--- config.mk ---
export PLATFORM = sky130hd
export DESIGN_NAME = fetch_unit
export DESIGN_NICKNAME = d
export VERILOG_FILES = /design/src/rtl/fetch_unit.sv
export SDC_FILE = /design/constraint.sdc
export NUM_CORES = 1
export LEC_CHECK = 0
export CORE_MARGIN = 2
export CORE_UTILIZATION = 55
export CTS_CLUSTER_SIZE = 30
export DETAILED_ROUTE_END_ITERATION = 6
export GPL_TIMING_DRIVEN = 0
export PLACE_DENSITY = 0.79
export RECOVER_POWER = 25
export SETUP_SLACK_MARGIN = 0.1
export SLEW_MARGIN = 40
export SYNTH_ARGS = -nofsm -noshare
export SYNTH_HDL_FRONTEND = slang
export SYNTH_SLANG_ARGS = --single-unit
--- constraint.sdc ---
create_clock -name clk -period 4.1 [get_ports clk]
set_input_delay 0.41 -clock clk [delete_from_list [all_inputs] [get_ports clk]]
set_output_delay 0.41 -clock clk [all_outputs]
set_load 0.02 [all_outputs]
--- src/rtl/fetch_unit.sv ---
// Instruction fetch unit: credit-limited request issue to instruction memory,
// in-order response capture into a prefetch FIFO, and redirect flush handling.
module fetch_unit #(
   parameter int unsigned DEPTH    = 4,
   parameter logic [31:0] RESET_PC = 32'h0000_0000
) (
   input  logic        clk,
   input  logic        rst_n,
   output logic        mem_req,
   output logic [31:0] mem_addr,
   input  logic        mem_gnt,
   input  logic        mem_rvalid,
   input  logic [31:0] mem_rdata,
   input  logic        redirect,
   input  logic [31:0] redirect_pc,
   output logic        inst_valid,
   output logic [31:0] inst,
   output logic [31:0] inst_pc,
   input  logic        inst_ready
);

   localparam int unsigned PW = (DEPTH > 1) ? $clog2(DEPTH) : 1;
   localparam int unsigned CW = $clog2(DEPTH + 1);

   logic [31:0]   fetch_pc;
   logic [31:0]   tail_pc;
   logic [31:0]   pc_mem   [DEPTH];
   logic [31:0]   word_mem [DEPTH];
   logic [PW-1:0] rd_ptr;
   logic [PW-1:0] wr_ptr;
   logic [CW-1:0] count;
   logic [CW-1:0] outstanding;
   logic [CW-1:0] drop;
   logic [CW:0]   credit_used;
   logic [31:0]   redirect_aligned;
   logic          grant;
   logic          rsp;
   logic          push;
   logic          pop;

   // Every outstanding request owns a FIFO slot, so the buffer can never overflow.
   assign credit_used      = {1'b0, outstanding} + {1'b0, count};
   assign mem_req          = rst_n && !redirect && (credit_used < (CW+1)'(DEPTH));
   assign mem_addr         = fetch_pc;
   assign grant            = mem_req && mem_gnt;
   assign rsp              = mem_rvalid && (outstanding != '0);
   assign push             = rsp && (drop == '0) && !redirect;
   assign pop              = inst_valid && inst_ready && !redirect;
   assign redirect_aligned = {redirect_pc[31:2], 2'b00};

   assign inst_valid = (count != '0);
   assign inst       = inst_valid ? word_mem[rd_ptr] : '0;
   assign inst_pc    = inst_valid ? pc_mem[rd_ptr]   : '0;

   always_ff @(posedge clk or negedge rst_n) begin
      if (!rst_n) begin
         fetch_pc    <= RESET_PC;
         tail_pc     <= RESET_PC;
         rd_ptr      <= '0;
         wr_ptr      <= '0;
         count       <= '0;
         outstanding <= '0;
         drop        <= '0;
      end else if (redirect) begin
         // Every response still in flight belongs to the old path and must be dropped.
         fetch_pc    <= redirect_aligned;
         tail_pc     <= redirect_aligned;
         rd_ptr      <= '0;
         wr_ptr      <= '0;
         count       <= '0;
         outstanding <= outstanding - CW'(rsp);
         drop        <= outstanding - CW'(rsp);
      end else begin
         if (grant) begin
            fetch_pc <= fetch_pc + 32'd4;
         end
         if (push) begin
            wr_ptr  <= wr_ptr + PW'(1);
            tail_pc <= tail_pc + 32'd4;
         end
         if (rsp && (drop != '0)) begin
            drop <= drop - CW'(1);
         end
         if (pop) begin
            rd_ptr <= rd_ptr + PW'(1);
         end
         count       <= count + CW'(push) - CW'(pop);
         outstanding <= outstanding + CW'(grant) - CW'(rsp);
      end
   end

   // Storage needs no reset: the head is masked to zero while the FIFO is empty.
   always_ff @(posedge clk) begin
      if (push) begin
         pc_mem[wr_ptr]   <= tail_pc;
         word_mem[wr_ptr] <= mem_rdata;
      end
   end

endmodule
* After elaboration in Yosys (flattened, before gate mapping)
Memories as Yosys holds them, arrays and structs flattened.
Cells that the tools add are included.
** Word-level totals
- Memories kept :: 2
- Bits in registers :: 77
- Word-level logic and storage cells :: 55
- Bits of input ports :: 70
- RAM bits :: 256
- Output and inout port bits :: 98
** Cells by class
- Magnitude comparators :: 1
- Reduce and logical (&&, ||, !) cells :: 18
- Add/sub/neg operators :: 11
- Mux-type cells :: 16
** Memories
- pc_mem :: depth 4, bits a word 32, rd ports 1, clocked after Yosys merged registers in 0, write ports 1, line 27 : logic [31:0] pc_mem [DEPTH];
- word_mem :: depth 4, bits a word 32, rd ports 1, clocked after Yosys merged registers in 0, write ports 1, line 28 : logic [31:0] word_mem [DEPTH];
** Operators by type and width (count)
- two-way mux 32 bit :: 6
- adder 32 x 3 -> 32 bit, second input constant :: 2
- two-way mux 3 bit :: 4
- logical AND 1 bit :: 9
- nonzero test 3 bit :: 3
- subtractor 3 x 1 -> 3 bit :: 3
- two-way mux 2 bit :: 4
- nonzero test 2 bit :: 4
- adder 3 x 1 -> 3 bit :: 2
- adder 2 x 1 -> 2 bit, second input constant :: 2
- adder 3 x 3 -> 4 bit :: 1
- less-than comparator 4 x 3 -> 1 bit, second input constant :: 1
- logical NOT 3 bit :: 1
- subtractor 3 x 1 -> 3 bit, second input constant :: 1
- two-way mux 1 bit :: 2
- logical NOT 1 bit :: 1

* Longest topological paths before layout
- Depth after elaboration :: 7
- Gate-level depth with buffers :: 14
- Mapped depth without buffers :: 13

* Worst setup path before layout
No wires, ideal clock.
- Kind :: flip-flop to flip-flop
- From :: register drop[0]
- To :: memory pc_mem[0][10], enable pin
- Required time :: 3673 ps
- Stages on the path, launching flop included :: 8
- Setup time :: 427 ps
- Data arrival time :: 2869 ps
- Path slack :: 804 ps
- Cell sequence :: dfrtp_1 -> inv_1 -> ha_1 -> nand3b_1 -> or2_2 -> clkbuf_1 -> nor2_1 -> and2_1
** Between the ends
- Longest elaborated chain between the ends :: 5
** RTL lines
- start: declaration :: line 33 : logic [CW-1:0] drop;
- start signal: assignment :: line 72 : drop <= outstanding - CW'(rsp);
- start signal: assignment :: line 82 : drop <= drop - CW'(1);
- logical NOT 3 bit :: line 47 : assign push = rsp && (drop == '0) && !redirect;
- logical AND 1 bit (2 in series) :: line 47
- two-way mux 1 bit :: line 94 : if (push) begin
- two-way mux 1 bit (implied by the code) :: line 95 : pc_mem[wr_ptr] <= tail_pc;
- end: declaration :: line 27
Every way passes these cells.

* Worst setup path after layout
- From :: input port rst_n
- To :: register outstanding[2]
** Between the ends
- Longest elaborated chain between the ends :: 6
** RTL lines
- start: declaration :: line 8 : input logic rst_n,
- logical AND 1 bit (2 in series) :: line 43 : assign mem_req = rst_n && !redirect && (credit_used < (CW+1)'(DEPTH));
- logical AND 1 bit :: line 45 : assign grant = mem_req && mem_gnt;
- adder 3 x 1 -> 3 bit :: line 88 : outstanding <= outstanding + CW'(grant) - CW'(rsp);
- subtractor 3 x 1 -> 3 bit :: line 88
- two-way mux 3 bit :: line 64 : end else if (redirect) begin
- end signal: assignment :: line 71 : outstanding <= outstanding - CW'(rsp);
- end signal: assignment :: line 88
- end: declaration :: line 32 : logic [CW-1:0] outstanding;
Every way passes these cells.
A chain may end at the register's enable or synchronous reset.

==> impl_metrics.prom <==
# TYPE chip_impl_metric gauge
chip_impl_metric{name="drt_drc_violations_left",unit=""} 0
chip_impl_metric{name="synth_top_cell_area_share",unit="%"} 54.16
chip_impl_metric{name="drt_wl_total",unit="mm"} 30.07
chip_impl_metric{name="power.static_leakage",unit="nW"} 5.874
chip_impl_metric{name="detailed_route_iter0_violations",unit=""} 682
chip_impl_info{name="post_synth_most_frequent_cells",value="248 x sky130_fd_sc_hd__edfxtp_1, 73 x sky130_fd_sc_hd__dfrtp_1, 68 x sky130_fd_sc_hd__and2_1"} 1
chip_impl_metric{name="synth-edff-count",unit=""} 248
chip_impl_metric{name="drive_gt1_share",unit="%"} 14.66
chip_impl_metric{name="seq_area_frac_synth",unit="%"} 67.45
chip_impl_metric{name="fin_nets",unit=""} 1168
chip_impl_metric{name="finalCritPeriodShare",unit="%"} 88.66
chip_impl_metric{name="clk_latency",unit="ns"} 0.56
chip_impl_metric{name="floorplan.initialDensity",unit="%"} 56.21
chip_impl_metric{name="rows",unit=""} 57
chip_impl_info{name="rsz0062_at_grt",value="no"} 1
chip_impl_metric{name="cts_buffer_depth",unit=""} 3
chip_impl_metric{name="finalWeightedCongestion",unit=""} 0.9119
chip_impl_metric{name="syn_area",unit="µm²"} 13750
chip_impl_metric{name="place_hpwl",unit="mm"} 20.12
chip_impl_metric{name="clock_transition_at_path_regs",unit="ns"} 0.06
chip_impl_metric{name="worst_pin_slew",unit="ns"} 0.7888
chip_impl_metric{name="post_synth_inst_count",unit=""} 875
chip_impl_info{name="cts_root_buffer",value="sky130_fd_sc_hd__clkbuf_16"} 1
chip_impl_metric{name="slew_headroom",unit="%"} 47.01
chip_impl_metric{name="final-setup-viol-count",unit=""} 0
chip_impl_info{name="post-synth-top-count-cell",value="sky130_fd_sc_hd__edfxtp_1"} 1
chip_impl_info{name="synth_top_flop_cell",value="sky130_fd_sc_hd__edfxtp_1"} 1
chip_impl_metric{name="power_per_cell_area",unit="nW/µm²"} 585.8
chip_impl_metric{name="drv_cap",unit=""} 0
chip_impl_metric{name="grt_usage",unit="%"} 23.20
chip_impl_metric{name="fp.coreArea",unit="µm²"} 24460
chip_impl_metric{name="cts-resized-gates",unit=""} 0
chip_impl_metric{name="final-hold-violation-count",unit=""} 0
chip_impl_metric{name="numPortBuffers",unit=""} 160
chip_impl_info{name="synth.area.top_cells",value="sky130_fd_sc_hd__edfxtp_1 54%, sky130_fd_sc_hd__dfrtp_1 13%, sky130_fd_sc_hd__mux4_2 10%, sky130_fd_sc_hd__and2_1 3.1%, sky130_fd_sc_hd__xor2_1 1.7%"} 1
chip_impl_info{name="min-delay-path-class",value="in -> reg"} 1
chip_impl_metric{name="place.detailed.instances",unit=""} 1369
chip_impl_metric{name="timing.critical_path.fanout_max",unit=""} 50
chip_impl_metric{name="grt_start_max_net_pins",unit=""} 51
chip_impl_metric{name="ys_ff_latch",unit=""} 321
chip_impl_metric{name="total_vias_in_the_final_route",unit=""} 8457
chip_impl_metric{name="final_antenna_net_count",unit=""} 0
chip_impl_info{name="synth_top_area_cell",value="sky130_fd_sc_hd__edfxtp_1"} 1
chip_impl_metric{name="worst-endpoint-required",unit="ns"} 4.58
chip_impl_metric{name="yosys_warnings",unit=""} 0
chip_impl_metric{name="die-area",unit="µm²"} 26280
chip_impl_metric{name="maximum_clock_frequency",unit="GHz"} 0.2751
chip_impl_info{name="tritoncts",value="yes"} 1
chip_impl_info{name="status",value="finished, final reports clean"} 1
chip_impl_metric{name="route.detailed.wl_per_inst",unit="µm"} 21.03
chip_impl_metric{name="htree_num_levels",unit=""} 1
chip_impl_metric{name="yosysUniqueCellTypes",unit=""} 55
chip_impl_metric{name="die_height",unit="µm"} 162.1
chip_impl_metric{name="finalCriticalPeriod",unit="ns"} 3.635
chip_impl_metric{name="die_w",unit="µm"} 162.1
chip_impl_info{name="startpoint_type",value="input port"} 1
chip_impl_metric{name="ir_worst_vdd",unit="V"} 0.0003533
chip_impl_metric{name="cts.sink_count",unit=""} 321
chip_impl_metric{name="wire_length_of_the_first_global_routing_pass",unit="mm"} 47.20
chip_impl_metric{name="final.setup_skew",unit="ns"} 0.008927
chip_impl_metric{name="area.growth.synth_to_final",unit="%"} 23.82
chip_impl_metric{name="via_count_of_the_first_global_routing_pass",unit=""} 8334
chip_impl_metric{name="whs",unit="ns"} 0.2502
chip_impl_info{name="crit_type",value="in -> reg"} 1
chip_impl_metric{name="cts_buffers",unit=""} 31
chip_impl_metric{name="grt_antenna_before_repair",unit=""} 1
chip_impl_info{name="critical_path.endpoint_type",value="flip-flop"} 1
chip_impl_metric{name="ios",unit=""} 168
chip_impl_metric{name="final_max_slew_viol_count",unit=""} 0
chip_impl_metric{name="crit_arrival",unit="ns"} 4.11
chip_impl_metric{name="postSynth.asyncResetShare",unit="%"} 22.74
chip_impl_metric{name="first_pass_iters",unit=""} 5
chip_impl_metric{name="via_per_inst",unit=""} 5.914
chip_impl_metric{name="syn_area_per_cell",unit="µm²"} 15.71
chip_impl_metric{name="instances_no_fill",unit=""} 1430
chip_impl_metric{name="globalRoute.totalOverflow",unit=""} 0
-- sequential cells by signal, summed over array words and instances, names as in the netlist --
signal       flops
word_mem       128
pc_mem         120
mem_addr        30
tail_pc         30
count            3
drop             3
outstanding      3
rd_ptr           2
wr_ptr           2
-- cells by family (layout without fill, tap and decap cells) --
| kind of cell | Yosys count | count (layout) | synth area share [%] |
|---|---|---|---|
| mux | 71 | 71 | 10.87 |
| xor+xnor | 44 | 44 | 2.803 |
| other cells | 1 | 5 | 0.02727 |
| buf+inv | 66 | 293 | 2.120 |
| simple gates | 275 | 275 | 11.36 |
| flops | 321 | 321 | 67.45 |
| fa+ha+maj | 18 | 18 | 1.747 |
| compound gates | 79 | 79 | 3.622 |
-- routing by layer --
layer / vias to the layer above / global-route usage, % / share of wire (%)
met3: 54 / 3.933 / 8.3
met4: 0 / 5.752 / 2.0
met5: - / 0 / 0
met1: 4205 / 33.49 / 42
met2: 427 / 37.50 / 48
li1: 3771 / - / -
-- worst paths after layout --
kind	startpoint	end	slack, ns	cells after the start
worst min register to register	tail_pc[31]	pc_mem[0][31]	0.58	0
worst min-delay path	redirect	mem_addr[31]	0.25	4
max in group asynchronous	rst_n	tail_pc[25]	3.31	3
worst max-delay path	rst_n	outstanding[2]	0.47	14
worst max register to register	outstanding[2]	outstanding[2]	0.70	12
min in group asynchronous	rst_n	mem_addr[29]	0.27	2
-- worst max-delay path, cell delays in order --
cell and delay, ns:
sky130_fd_sc_hd__dlygate4sd3_1 0.54, sky130_fd_sc_hd__buf_6 0.26, sky130_fd_sc_hd__buf_16 0.29, sky130_fd_sc_hd__or4b_4 0.53
sky130_fd_sc_hd__nor4b_4 0.33, sky130_fd_sc_hd__inv_2 0.12, sky130_fd_sc_hd__buf_2 0.22, sky130_fd_sc_hd__ha_1 0.29
sky130_fd_sc_hd__inv_1 0.04, sky130_fd_sc_hd__ha_1 0.18, sky130_fd_sc_hd__fa_1 0.37, sky130_fd_sc_hd__xor2_1 0.14
sky130_fd_sc_hd__o21ai_0 0.21, sky130_fd_sc_hd__xor2_1 0.17
-- power by group --
group	internal [mW]	total, mW	switching [mW]	leakage [nW]
combinational	1.50	3.10	1.60	2.24
sequential	3.73	3.93	0.206	3.11
clock	1.75	2.94	1.19	0.523
total	6.98	9.97	3.00	5.87
-- metrics by stage --
stage / TNS [ns] / setup WS, ns / instance area, µm² / power, mW / utilization, %
2_1_floorplan: 0 / 0.8040 / 13760 / 5.787 / -
5_1_grt: 0 / 0.2264 / 17020 / 10.42 / 69.59
6_report: 0 / 0.4651 / 17030 / 9.973 / 69.60
3_5_place_dp: 0 / 0.2910 / 15930 / 7.106 / 65.13
4_1_cts: 0 / 0.2897 / 17010 / 10.04 / 69.55
3_3_place_gp: -267.37 / -2.283 / 15770 / 7.044 / 64.46
-- placed cells by master (no fill, tap or decap), types with 5 or more instances in the layout --
master,Yosys,layout
sky130_fd_sc_hd__buf_4,6,7
sky130_fd_sc_hd__and3_1,13,13
sky130_fd_sc_hd__a21boi_0,8,8
sky130_fd_sc_hd__o21ai_0,36,36
sky130_fd_sc_hd__nand2_1,55,55
sky130_fd_sc_hd__nor3_1,11,11
sky130_fd_sc_hd__inv_1,21,21
sky130_fd_sc_hd__mux2_2,7,7
sky130_fd_sc_hd__clkbuf_1,26,32
sky130_fd_sc_hd__dfrtp_1,73,73
sky130_fd_sc_hd__nor2_1,20,20
sky130_fd_sc_hd__nand4_1,29,29
sky130_fd_sc_hd__o211ai_1,9,9
sky130_fd_sc_hd__mux4_2,62,62
sky130_fd_sc_hd__clkbuf_8,1,7
sky130_fd_sc_hd__nand3_1,35,35
sky130_fd_sc_hd__dlygate4sd3_1,0,33
sky130_fd_sc_hd__a21oi_1,6,6
sky130_fd_sc_hd__buf_12,0,6
sky130_fd_sc_hd__and2_1,68,64
sky130_fd_sc_hd__edfxtp_1,248,248
sky130_fd_sc_hd__a31oi_1,5,5
sky130_fd_sc_hd__xor2_1,27,27
sky130_fd_sc_hd__or4_1,6,6
sky130_fd_sc_hd__xnor2_1,17,17
sky130_fd_sc_hd__buf_2,9,9
sky130_fd_sc_hd__clkbuf_16,0,31
sky130_fd_sc_hd__ha_1,16,16
sky130_fd_sc_hd__clkdlybuf4s50_1,0,127
sky130_fd_sc_hd__nand2b_1,9,9
sky130_fd_sc_hd__clkinv_2,0,5
-- final cells by class --
type | count | area (µm²)
antenna | 1 | 2.502
buffer | 43 | 206.4
clock buffer | 43 | 880.8
clock inverter | 15 | 190.2
fill | 1621 | 7437
inverter | 23 | 86.33
multi-input combinational | 491 | 4212
sequential | 321 | 9274
tap | 324 | 405.4
timing repair buffer | 169 | 1768
-- repair_timing --
| item | 4_1_cts | 5_1_grt |
|---|---|---|
| hold buffers | 1 | 0 |
| setup endpoints to repair | 0 | 1 |
| endpoints found under the hold margin | 24 | 0 |
| buffers inserted | 0 | 1 |
No activity file was read; power rests on OpenSTA's default activity.
